==> src/rtl/fp32_adder2_synth.sv <==
// FP32 adder with truncation, denormal flush-to-zero and registered outputs.
// Define FP32_ADDER2_PIPE_EN to add a register stage after alignment, giving a latency of 2.
module fp32_adder2_synth (
    input  logic        clk,
    input  logic        rst,
    input  logic [31:0] a,
    input  logic [31:0] b,
    output logic [31:0] S,
    output logic        Overflow
);
    typedef struct packed {
        logic        special;
        logic [31:0] spec_s;
        logic        both_zero;
        logic        sx;
        logic        sub;
        logic [7:0]  ex;
        logic [23:0] mx;
        logic [23:0] my;
    } stage_t;

    stage_t      st1_d;
    stage_t      st2;
    logic [31:0] s_d, s_q;
    logic        ovf_d, ovf_q;

    // Decode, swap so X holds the larger magnitude, then align Y
    always_comb begin
        logic [7:0]  ea, eb, ey, diff;
        logic        sa, sb, sy, nan_a, nan_b, inf_a, inf_b, swap;
        logic [30:0] key_a, key_b;
        logic [23:0] ma, mb, my;
        ea    = a[30:23];
        eb    = b[30:23];
        sa    = a[31];
        sb    = b[31];
        nan_a = (ea == 8'hFF) && (a[22:0] != 23'd0);
        nan_b = (eb == 8'hFF) && (b[22:0] != 23'd0);
        inf_a = (ea == 8'hFF) && (a[22:0] == 23'd0);
        inf_b = (eb == 8'hFF) && (b[22:0] == 23'd0);
        key_a = (ea == 8'd0) ? 31'd0 : a[30:0];
        key_b = (eb == 8'd0) ? 31'd0 : b[30:0];
        ma    = (ea == 8'd0) ? 24'd0 : {1'b1, a[22:0]};
        mb    = (eb == 8'd0) ? 24'd0 : {1'b1, b[22:0]};
        swap  = key_b > key_a;

        st1_d          = '0;
        st1_d.special  = (ea == 8'hFF) || (eb == 8'hFF);
        if (nan_a || nan_b || (inf_a && inf_b && (sa != sb)))
            st1_d.spec_s = 32'h7FC0_0000;
        else if (ea == 8'hFF)
            st1_d.spec_s = a;
        else
            st1_d.spec_s = b;

        st1_d.sx  = swap ? sb : sa;
        sy        = swap ? sa : sb;
        st1_d.ex  = swap ? eb : ea;
        ey        = swap ? ea : eb;
        st1_d.mx  = swap ? mb : ma;
        my        = swap ? ma : mb;
        st1_d.sub = st1_d.sx ^ sy;
        st1_d.both_zero = (st1_d.ex == 8'd0);
        diff      = st1_d.ex - ey;
        st1_d.my  = (diff >= 8'd24) ? 24'd0 : (my >> diff);
    end

`ifdef FP32_ADDER2_PIPE_EN
    stage_t st1_q;
    always_ff @(posedge clk) begin
        if (rst) st1_q <= '0;
        else     st1_q <= st1_d;
    end
    assign st2 = st1_q;
`else
    assign st2 = st1_d;
`endif

    // Add/subtract, normalize, then classify the exponent
    always_comb begin
        logic [24:0]       sum;
        logic [4:0]        lzc;
        logic              found;
        logic [22:0]       frac;
        logic signed [9:0] exp_n;
        s_d   = 32'd0;
        ovf_d = 1'b0;
        lzc   = 5'd0;
        found = 1'b0;
        frac  = 23'd0;
        exp_n = 10'sd0;
        sum   = st2.sub ? ({1'b0, st2.mx} - {1'b0, st2.my})
                        : ({1'b0, st2.mx} + {1'b0, st2.my});
        for (int i = 23; i >= 0; i--) begin
            if (!found && sum[i]) begin
                lzc   = 5'(23 - i);
                found = 1'b1;
            end
        end

        if (st2.special) begin
            s_d   = st2.spec_s;
            ovf_d = 1'b1;
        end else if (st2.both_zero) begin
            s_d = st2.sub ? 32'h8000_0000 : {st2.sx, 31'd0};
        end else if (st2.sub && (sum == 25'd0)) begin
            s_d = 32'h8000_0000;
        end else begin
            if (!st2.sub && sum[24]) begin
                frac  = sum[23:1];
                exp_n = $signed({2'b00, st2.ex}) + 10'sd1;
            end else if (!st2.sub) begin
                frac  = sum[22:0];
                exp_n = $signed({2'b00, st2.ex});
            end else begin
                // Shifting only the fraction bits drops the leading 1 for free
                frac  = sum[22:0] << lzc;
                exp_n = $signed({2'b00, st2.ex}) - $signed({5'd0, lzc});
            end
            if (exp_n >= 10'sd255) begin
                s_d   = {st2.sx, 8'hFF, 23'd0};
                ovf_d = 1'b1;
            end else if (exp_n <= 10'sd0) begin
                s_d = {st2.sx, 31'd0};
            end else begin
                s_d = {st2.sx, exp_n[7:0], frac};
            end
        end
    end

    always_ff @(posedge clk) begin
        if (rst) begin
            s_q   <= 32'd0;
            ovf_q <= 1'b0;
        end else begin
            s_q   <= s_d;
            ovf_q <= ovf_d;
        end
    end

    assign S        = s_q;
    assign Overflow = ovf_q;
endmodule

==> config.mk <==
export PLATFORM = sky130hd
export DESIGN_NAME = fp32_adder2_synth
export DESIGN_NICKNAME = d
export VERILOG_FILES = /design/src/rtl/fp32_adder2_synth.sv
export SDC_FILE = /design/constraint.sdc
export NUM_CORES = 1
export LEC_CHECK = 0
export ABC_AREA = 1
export CAP_MARGIN = 0
export CORE_ASPECT_RATIO = 0.75
export CORE_MARGIN = 10
export CORE_UTILIZATION = 25
export CTS_BUF_LIST = sky130_fd_sc_hd__clkbuf_8
export CTS_CLUSTER_SIZE = 12
export DETAILED_ROUTE_END_ITERATION = 10
export PLACE_DENSITY = 0.53
export SYNTH_ARGS = -nofsm -noshare
export SYNTH_HDL_FRONTEND = slang
export SYNTH_SLANG_ARGS = --single-unit
==> constraint.sdc <==
create_clock -name clk -period 11.7 [get_ports clk]
set_clock_uncertainty 0.15 [all_clocks]
set_input_delay 1.755 -clock clk [delete_from_list [all_inputs] [get_ports clk]]
set_output_delay 1.755 -clock clk [all_outputs]
set_load 0.005 [all_outputs]
== After elaboration in Yosys (flattened, before gate mapping) ==
Cells that the tools add are included.
Widths: inputs -> output; s select.

* Flip-flop bits (word level): 33
* Input port bits: 66
* Output and inout bits: 33
* Logic and storage cells: 160

* $add $sub $neg: 5
* Order comparisons: 4
* Equality and inequality tests: 3
* Shift-type cells: 2
* Mux-type cells: 77
* Bitwise operators: 1
* Reduce and logical (&&, ||, !) cells: 66

{| class="wikitable"
|+ Operator list
! kind !! number
|-
| $mux 32 || 6
|-
| $mux 31 || 4
|-
| $mux 24 || 5
|-
| $mux 5 || 22
|-
| $mux 10 || 5
|-
| $logic_not 23->1 || 2
|-
| $mux 23 || 2
|-
| $reduce_bool 23->1 || 2
|-
| $gt 31x31->1 || 1
|-
| $logic_and 1x1->1 || 31
|-
| $mux 1 || 30
|-
| $add 24x24->25 || 1
|-
| $logic_not 25->1 || 1
|-
| $mux 25 || 1
|-
| $sub 24x24->25 || 1
|-
| $logic_not 1->1 || 24
|-
| $logic_not 8->1 || 3
|-
| $shr 24x8->24 || 1
|-
| $shl 23x5->23 || 1
|-
| $eq 8x8->1 const B || 2
|-
| $mux 8 || 2
|-
| $ge 10x9->1 const B || 1
|-
| $le 10x1->1 const B || 1
|-
| $add 8x1->9 const B || 1
|-
| 6 further kinds || 8
|}

== Depth between registers and ports, before layout ==
* Word-level depth: 91
* Gate-level depth with buffers: 87
* Gate-level depth less buffers: 84

== Worst setup path before layout ==
OpenSTA, ideal clock, no wires.

* Kind: input -> register
* Start point: in b[23]
* End point: reg s_q[0] (netlist: S[0])
* Setup time: 73 ps
* Arrival time: 11339 ps
* Data required time: 11477 ps
* Setup slack: 137 ps
* Stages on the path: 79
* Buffers on the path: 5
* Cells stage by stage: inv_1 > nand4_1 > nor2_1 > clkbuf_1 > nor2_1 > ha_1 > nand2_1 > inv_1 > a21oi_1 > nand2_1 > nand2_1 > nand2_1 > nand2_1 > nand2_4 > nand2_4 > nand2_2 > nand2_1 > inv_1 > (+43 left out) > inv_1 > fa_1 > nand2_1 > nand2_1 > a21oi_1 > nor2_1 > nor4_1 > nand3_1 > nand2_1 > nand2_1 > nand2_1 > nor2_1 > nand3_2 > nand2_2 > nor2_4 > inv_4 > buf_6 > nor3_2

* Word-level cells in the longest chain between the ends: 91
* Elaborated cells between the ends (all ways): 141
* Those cells by class: add/sub: 5; order compare: 4; eq/ne: 1; shift: 2; mux: 69; bitwise: 1; reduce/logical: 59

{| class="wikitable"
|+ RTL lines
! item !! RTL line !! RTL
|-
| start, declared || 7 || <nowiki>input logic [31:0] b,</nowiki>
|-
| $logic_not 8->1 || 42, 44 ||
|-
| $mux 31 || 42 || <nowiki>key_b = (eb == 8'd0) ? 31'd0 : b[30:0];</nowiki>
|-
| $gt 31x31->1 || 45 || <nowiki>swap = key_b > key_a;</nowiki>
|-
| $mux 8 (on tied branches) || 58, 59 ||
|-
| $sub 8x8->8 || 64 || <nowiki>diff = st1_d.ex - ey;</nowiki>
|-
| $shr 24x8->24 or $ge 8x5->1 (tied branches) || 65 || <nowiki>st1_d.my = (diff >= 8'd24) ? 24'd0 : (my >> diff);</nowiki>
|-
| $mux 24 || 65 ||
|-
| $add 24x24->25 or $sub 24x24->25 (tied branches) || 93, 92 ||
|-
| (+75 left out) || n/a ||
|-
| $mux 10 || 104 || <nowiki>end else if (st2.both_zero) begin</nowiki>
|-
| $mux 10 || 101 || <nowiki>if (st2.special) begin</nowiki>
|-
| $le 10x1->1 || 123 || <nowiki>end else if (exp_n <= 10'sd0) begin</nowiki>
|-
| $mux 31 || 123 ||
|-
| $mux 31 || 120 || <nowiki>if (exp_n >= 10'sd255) begin</nowiki>
|-
| $mux 32 || 106 || <nowiki>end else if (st2.sub && (sum == 25'd0)) begin</nowiki>
|-
| $mux 32 || 104 ||
|-
| $mux 32 (*) || 101 ||
|-
| end signal, assigned || 133 || <nowiki>s_q <= 32'd0;</nowiki>
|-
| end signal, assigned || 136 || <nowiki>s_q <= s_d;</nowiki>
|-
| end, declared || 24 || <nowiki>logic [31:0] s_d, s_q;</nowiki>
|}

Mark *: on every way between the ends. The rest lies on a longest branch, timed or not. The select of a mux whose other input is x is not followed.
A chain may end at the register's enable or synchronous reset.

== Worst setup path after layout ==
* Start point: in a[28]
* End point: reg s_q[22] (netlist: S[22])

* Word-level cells in the longest chain between the ends: 91
* Elaborated cells between the ends (all ways): 142
* Those cells by class: add/sub: 5; order compare: 4; eq/ne: 1; shift: 2; mux: 70; bitwise: 1; reduce/logical: 59

{| class="wikitable"
|+ RTL lines
! item !! RTL line !! RTL
|-
| start, declared || 6 || <nowiki>input logic [31:0] a,</nowiki>
|-
| $logic_not 8->1 || 41, 43 ||
|-
| $mux 31 || 41 || <nowiki>key_a = (ea == 8'd0) ? 31'd0 : a[30:0];</nowiki>
|-
| $gt 31x31->1 || 45 ||
|-
| $mux 8 (on tied branches) || 58, 59 ||
|-
| $sub 8x8->8 || 64 ||
|-
| $shr 24x8->24 or $ge 8x5->1 (tied branches) || 65 ||
|-
| $mux 24 || 65 ||
|-
| $add 24x24->25 or $sub 24x24->25 (tied branches) || 93, 92 ||
|-
| (+75 left out) || n/a ||
|-
| $mux 10 || 104 ||
|-
| $mux 10 || 101 ||
|-
| $le 10x1->1 || 123 ||
|-
| $mux 31 || 123 ||
|-
| $mux 31 || 120 ||
|-
| $mux 32 || 106 ||
|-
| $mux 32 || 104 ||
|-
| $mux 32 (*) || 101 ||
|}

Marks and branches as above.

==> run_results.csv <==
group,metric,value,unit
place,dp.cells,2548,
global_route,use_met1,26.2,%
drt,drt-total-wl,44100,µm
layout,final_common_cell,"buf_4",
timing,slew_headroom,47.6,%
timing,tns,0,ns
drt,ant_nets,0,
global_route,met3_usage,2.88,%
floorplan,dieArea,45400,µm²
global_route,grt.overflow.total,0,
timing,setup_slack,0.173,ns
critical_path,crit_required,11.70,ns
hold_path,hold_depth,3,
clock_network,clk_pin_slew,0.07,ns
timing,fin_crit_sh,98.5,%
logic_synthesis,netlist_instances,1682,
layout,layout_common_cells,"403 x buf_4, 372 x nand2_1, 163 x nand3_1",
place,gp_congestion,0.964,
timing,rsz0062_at_grt,"true",
floorplan,rows,61,
critical_path,start_kind,"input port",
clock_network,cts_root_buf,"clkbuf_8",
clock_network,hold_buffers,0,
critical_path,critPathMaxFanout,6,
layout,diodes,0,
layout,nFillCells,3825,
hold_path,hp-class,"input port to flop",
hold_path,hold_end,"S[12]",
global_route,grt_max_degree,50,
place,numPortBuffers,98,
timing,timing.final.setup_violations,0,
timing,fmax,0.0868,GHz
layout,nets,2272,
global_route,grt_pass1_wl,67700,µm
logic_synthesis,ys_ff_latch,33,
clock_network,cts_tree,"built",
layout,syn_to_final_growth,67.4,%
layout,drive_above_1_share,38.3,%
global_route,grt_pass1_vias,12330,
hold_path,hp-start,"rst",
timing,fin_crit,11.53,ns
drt,num_vias,13287,
logic_synthesis,yosysSeqAreaShare,7.09,%
logic_synthesis,yosysUniqueCellTypes,58,
logic_synthesis,netlist_area,9310,µm²
place,preCtsSetupSlack,-0.812,ns
logic_synthesis,synth_ff_type,"dfxtp_1",
critical_path,cpPeakStageDelay,0.35,ns
logic_synthesis,syn-mean-instance-area,5.54,µm²
critical_path,cp.arrival,11.53,ns
floorplan,die_x,243,µm
floorplan,die_h,187,µm
place,dp_hpwl,33600,µm
pwr,finalPower,4300,µW
pwr,peakVddDrop,0.179,mV
pwr,powerDensity,276,nW/µm²
drt,drt_pass1_iterations,6,
status,status,"complete, no violations",
floorplan,core_area,36900,µm²
timing,hold_viol_final,0,
logic_synthesis,yosys_warnings,0,
run,cap_violations,0,
timing,worst_pin_slew,0.786,ns
drt,viasPerCell,5.03,
floorplan,io_pins,99,
clock_network,ctsHtreeMaxLevel,2,
critical_path,endpoint_kind,"flop",
drt,wl_per_cell,16.7,µm
timing,slew_viol_final,0,
logic_synthesis,syn-num-nets,1816,
critical_path,crit_type,"input port to flop",
layout,fin_cells,2643,
clock_network,clkSinkCount,33,
clock_network,cts_buffers,5,
global_route,grt_busiest_layer,"met2",
pwr,cellLeakagePower,0.00737,µW
logic_synthesis,async_flop_share,0,%
clock_network,clock_path_buffers,2,
global_route,use_met2,27.5,%
logic_synthesis,synth-edff-count,0,
global_route,antenna_found_initial,0,
critical_path,cp_slowest_cell,"fa_2",
drt,drc,0,
critical_path,crit_top_cell,"nand2_2",
layout,fin_util,42.2,%
drt,dr.first_iter.drc_count,1333,
floorplan,start_util,25.2,%
global_route,grt_use_total,17.9,%
## routing by layer
| layer | vias to the layer above | routed length (µm) |
|---|---|---|
| met5 | - | 0 |
| met1 | 6194 | 21000 |
| met2 | 489 | 19200 |
| met4 | 0 | 487 |
| met3 | 34 | 3420 |
| li1 | 6570 | - |
## cells in the mapped netlist, types with 11 or more instances
cell type	number	area [µm²]
nand3_1	204	1020
nor3_1	18	90.1
clkbuf_1	39	146
o22ai_1	12	75.1
nand3_2	13	130
buf_2	11	55.1
buf_4	13	97.6
nand2_1	449	1690
nand2_2	15	93.8
nor2_1	131	492
nand4_1	78	488
xnor2_1	25	219
ha_1	66	826
nor2_2	14	87.6
o21ai_0	122	611
a21oi_1	71	355
o21ai_1	15	75.1
dfxtp_1	33	661
nor4_1	20	125
inv_1	186	698
xor2_1	29	254
## power breakdown
part           switching, µW  internal [µW]
clock network           43.2           68.6
registers               13.3            154
logic                   2300           1720
total                   2360           1950
## state kept, by name, summed over array words and instances, names as in the netlist
register / flops
S: 32
Overflow: 1
## area by class of cell
class,count,area [µm²],share of cell area [%]
timing repair buffer,527,4370,28.0
clock buffer,6,82.6,0.530
multi-input combinational,1372,9020,57.9
sequential,33,661,4.24
clock inverter,2,33.8,0.217
tap,504,631,4.05
timing repair inverter,1,16.3,0.104
inverter,198,771,4.95
## cells by family (layout without fill, tap and decap cells)
logic type | after synthesis | after routing | share of synthesized area, %
fa+ha+maj | 68 | 68 | 9.30
buf+inv | 278 | 734 | 12.8
simple gates | 978 | 979 | 49.1
xor+xnor | 56 | 56 | 5.67
flops | 33 | 33 | 7.09
compound gates | 269 | 269 | 16.0
## per-stage QoR
stage | area, µm² | hold slack, ns
2_1_floorplan | 9310 | 1.87
3_3_place_gp | 13100 | 2.32
3_5_place_dp | 13100 | 2.32
4_1_cts | 14200 | 2.11
5_1_grt | 15600 | 2.18
6_report | 15600 | 2.16
## how the worst max path moves through the flow
stage	slack [ns]	start	to
global placement	-0.68	a[30]	S[17]
floorplan	0.14	b[23]	S[0]
detailed placement	-0.81	a[27]	S[18]
CTS	0.005	a[24]	S[17]
global route	-0.45	a[26]	S[3]
finish	0.17	a[28]	S[22]
## worst max-delay path: cells and delay by family
family | cells | cell delay [ns]
AOI/OAI and AO/OA | 9 | 1.21
xor gates and xnor gates | 3 | 0.49
and+or+nand+nor | 47 | 5.26
buffers and inverters | 14 | 1.65
adders and majority gates | 5 | 1.12
## what timing repair did
item	4_1_cts	5_1_grt
pin swaps	64	140
buffers inserted	41	43
setup endpoints to repair	32	32
gates cloned	5	1
gates resized for setup	140	321
(Power assumes the default switching activity.)
